<file path="src/rtl/pc_next_unit.sv">
// pc_next_unit: PC register with branch/jump/JR targeting and one-deep redirect buffer under stall.
// Optional BRANCH_DELAY_SLOT_EN: accepted redirects fetch the delay slot before loading the target.
module pc_next_unit #(
  parameter logic [31:0] RESET_PC = 32'h0000_0000
) (
  input  logic        clk,
  input  logic        rst,
  input  logic        stall,
  input  logic        branch_taken,
  input  logic [31:0] branch_offset,
  input  logic [31:0] instr_pc4,
  input  logic        jump,
  input  logic [25:0] jump_index,
  input  logic        jump_reg,
  input  logic [31:0] jump_reg_addr,
  output logic [31:0] pc,
  output logic [31:0] pc_plus4,
  output logic        redirect,
  output logic        misaligned
);
  localparam logic [1:0] RUN = 2'd0, PENDING = 2'd1;
`ifdef BRANCH_DELAY_SLOT_EN
  localparam logic [1:0] DELAY = 2'd2;
`endif
  logic [1:0] state;
  logic [31:0] hold_target, target;
  logic hold_mis, req, req_mis;
  always_comb begin
    req = jump_reg | jump | branch_taken;
    target = jump_reg ? {jump_reg_addr[31:2], 2'b00}
           : jump ? {instr_pc4[31:28], jump_index, 2'b00}
           : instr_pc4 + branch_offset;
    req_mis = jump_reg & (|jump_reg_addr[1:0]);
    pc_plus4 = pc + 32'd4;
  end
  always_ff @(posedge clk) begin
    if (rst) begin
      pc <= RESET_PC;
      state <= RUN;
      hold_target <= '0;
      hold_mis <= 1'b0;
      redirect <= 1'b0;
      misaligned <= 1'b0;
    end else begin
      redirect <= 1'b0;
      misaligned <= 1'b0;
      case (state)
        RUN:
          if (!stall) begin
`ifdef BRANCH_DELAY_SLOT_EN
            pc <= pc_plus4;
            if (req) begin
              hold_target <= target;
              hold_mis <= req_mis;
              state <= DELAY;
            end
`else
            pc <= req ? target : pc_plus4;
            redirect <= req;
            misaligned <= req & req_mis;
`endif
          end else if (req) begin
            hold_target <= target;
            hold_mis <= req_mis;
            state <= PENDING;
          end
        PENDING:
          if (!stall) begin
`ifdef BRANCH_DELAY_SLOT_EN
            pc <= pc_plus4;
            state <= DELAY;
`else
            pc <= hold_target;
            redirect <= 1'b1;
            misaligned <= hold_mis;
            state <= RUN;
`endif
          end
`ifdef BRANCH_DELAY_SLOT_EN
        DELAY:
          if (!stall) begin
            pc <= hold_target;
            redirect <= 1'b1;
            misaligned <= hold_mis;
            state <= RUN;
          end
`endif
        default: state <= RUN;
      endcase
    end
  end
endmodule

</file>
<file path="config.mk">
export PLATFORM = sky130hd
export DESIGN_NAME = pc_next_unit
export DESIGN_NICKNAME = d
export VERILOG_FILES = /design/src/rtl/pc_next_unit.sv
export SDC_FILE = /design/constraint.sdc
export NUM_CORES = 1
export LEC_CHECK = 0
export BUFFER_PORTS_ARGS = -buffer_cell sky130_fd_sc_hd__buf_2
export CORE_UTILIZATION = 57
export CTS_BUF_LIST = sky130_fd_sc_hd__clkbuf_8
export DETAILED_ROUTE_END_ITERATION = 8
export HOLD_SLACK_MARGIN = 0.02
export PLACE_DENSITY = 0.9
export SETUP_SLACK_MARGIN = 0.5
export SLEW_MARGIN = 20
export SYNTH_ARGS = -nofsm -noshare
export SYNTH_HDL_FRONTEND = slang
export SYNTH_SLANG_ARGS = --single-unit
</file>
<file path="constraint.sdc">
create_clock -name clk -period 5.5 [get_ports clk]
set_input_delay 1.375 -clock clk [delete_from_list [all_inputs] [get_ports clk]]
set_output_delay 1.375 -clock clk [all_outputs]
set_load 0.02 [all_outputs]
</file>
==> flow_summary.yaml <==
global_route:
  grt_pass1_wl_um: 31000
  grt_remaining_overflow: 0
  track_usage_pct: 37.7
  grt_pass1_vias: 6418
  antenna_found_initial: 1
  grt_max_degree: 45
placement:
  placed_cell_area_um2: 6870
  port_buffers: 193
  dp_cells: 1106
  hpwl_um: 14900
  routabilityCongestion: 0.987
sta:
  relSlewSlack_pct: 45.2
  layout_min_cycle_time_ps: 4480
  hold_viol: 0
  report.final.slew_viol_count: 0
  fmax_mhz: 223
  grt_setup_unrepaired: "no"
  finalSetupViolCount: 0
  fin_crit_sh_pct: 81.4
  fin_setup_tns_ps: 0
  worstMarginPinSlew_ps: 818
  skew_ps: 11.8
route:
  wl_met2_um: 9290
  via_per_inst: 6.24
  dr_wl_met3_um: 1910
  wl_met1_um: 7530
  drt_iter0_drc: 687
  routed.top_layer: "met4"
  firstDrtPassIters: 6
  routedWlPerCell_um: 17.7
  via_count: 6998
  totalWireLength_um: 19800
  ant_nets: 0
  drcViolationCount: 0
critical_path:
  required_ps: 4120
  critPathLaunchType: "register"
  cp-end-kind: "output port"
  arrival_ps: 3100
  crit_type: "reg -> out"
  crit_fanout: 7
layout:
  design_area_um2: 7060
  num-nets-final: 1145
  seqCellArea_um2: 1360
  final_util_pct: 71.6
  multiInputGateArea_um2: 4230
  final_common_cell: "buf_2"
  layout_common_cells: "193 x buf_2, 111 x nand2_1, 84 x nor2_1"
  syn_to_final_growth_pct: 20.6
  fin_cells: 1122
  final_layout_size_suffix_gt1_share_pct: 23.4
  fill_cells: 822
synthesis:
  synth_area_um2: 5860
  syn_nets: 980
  yosysSeqAreaShare_pct: 23.2
  ys_warn_count: 0
  synth-edff-count: 0
  synth_seq_cells: 68
  synth-main-ff-cell: "dfxtp_1"
  syn_inst: 819
  avgSynthCellArea_um2: 7.15
  synthArstFlopShare_pct: 0
  yosysUniqueCellTypes: 68
status:
  status: "finished clean"
floorplanning:
  die_h_um: 103
  design.core.area_um2: 9860
  start_util_pct: 59.4
  die_w_um: 103
  std_cell_rows: 36
  dieArea_um2: 10700
  io_pins: 194
clocking:
  htreeDepth: 3
  clockBufferDepth: 2
  postCtsSetupBuffers: 0
  clk_latency_ps: 350
  post_cts_resized: 0
  clock_sinks: 68
  clock-root-buffer: "clkbuf_8"
  cts_buffers: 9
  postCtsHoldBufs: 0
  clk_pin_slew_ps: 70
  cts_tree: "built"
hold_path:
  holdCritPathClass: "reg -> reg"
power:
  ir_drop_mv: 0.164
  p_per_area_nw_per_um2: 220
  p_leak_nw: 3.20
job:
  drv_cap: 0
cells in the mapped netlist, drive strengths merged, types with 7 or more instances:
library cell,instances,area share [%]
a21oi,85,7.5
ha,32,6.8
nand3,29,2.5
a211oi,15,1.9
a21o,14,1.8
nand4,8,0.85
dfxtp,68,23
or3,7,0.75
nor2,85,5.4
xor2,20,3.0
and2,7,0.75
mux2i,8,1.4
inv,21,1.3
o211ai,9,1.2
nor3,22,1.9
o22ai,11,1.2
o21ai,47,4.0
o21a,8,1.0
xnor2,26,3.9
buf,9,0.75
nand2b,14,1.5
clkbuf,39,2.5
a31oi,9,0.96
nor2b,12,1.3
and3,13,1.4
o31ai,7,0.90
nand2,111,7.1
routing by layer:
layer / up-vias / global-route usage [%]
met2: 427 / 64.5
met5: - / 0
met3: 86 / 7.73
met4: 0 / 20.6
met1: 3165 / 44.1
li1: 3320 / -
critical path, stage by stage, from the launching register on:
cell     delay, ps
dfxtp_1        440
ha_1           220
nand3_1        170
nor3_1         450
nor2b_1        420
nand2_1         90
or2_2          310
nor2_1         140
xor2_1         280
buf_2          220
state kept, by name, indices dropped and copies added, names as in the netlist:
name         count
redirect         1
pc              32
hold_target     32
state            1
misaligned       1
hold_mis         1
metrics by stage:
stage / total power, mW / setup WS [ps] / hold slack (ps)
after floorplan: 0.959 / 1630 / 431
after global placement: 1.13 / 1090 / 440
after detailed placement: 1.14 / 1030 / 445
after CTS: 1.54 / 1120 / 454
after global routing: 1.63 / 804 / 472
final: 1.56 / 1020 / 453
power by group:
part	total (mW)	internal (mW)	switching, mW
clock network	0.407	0.217	0.190
logic	0.584	0.226	0.358
registers	0.565	0.529	0.0357
total	1.56	0.972	0.584
final cells by class:
class	count	share of cell area, %
well taps	133	2.36
clock buffers	10	1.95
clock inverters	5	0.762
multi-input cells	682	59.9
diodes	1	0.0354
repair buffers	202	14.6
flip-flops and latches	68	19.3
inverters	21	1.12
logic make-up after synthesis:
| logic type | after synthesis | share of synthesized area, % |
|---|---|---|
| flip-flops | 68 | 23.2 |
| adder cells (fa/ha/maj) | 33 | 7.18 |
| XOR/XNOR | 46 | 6.88 |
| buffers and inverters | 69 | 4.59 |
| AND/OR/NAND/NOR | 327 | 26.1 |
| multiplexers | 9 | 1.56 |
| AO/OA/AOI/OAI | 267 | 30.4 |
worst paths after layout:
path / startpoint / end / slack (ps) / cells after the start
worst max-delay path: pc[2]$_SDFFE_PP0P_ / pc_plus4[28] / 1020 / 9
worst min-delay path: hold_target[16]$_SDFFE_PP0P_ / hold_target[16]$_SDFFE_PP0P_ / 450 / 2
worst max register to register: pc[2]$_SDFFE_PP0P_ / pc[28]$_SDFFE_PP0P_ / 2660 / 10
worst min register to register: hold_target[16]$_SDFFE_PP0P_ / hold_target[16]$_SDFFE_PP0P_ / 450 / 2
Note: power is estimated with default switching activity, not from simulation.
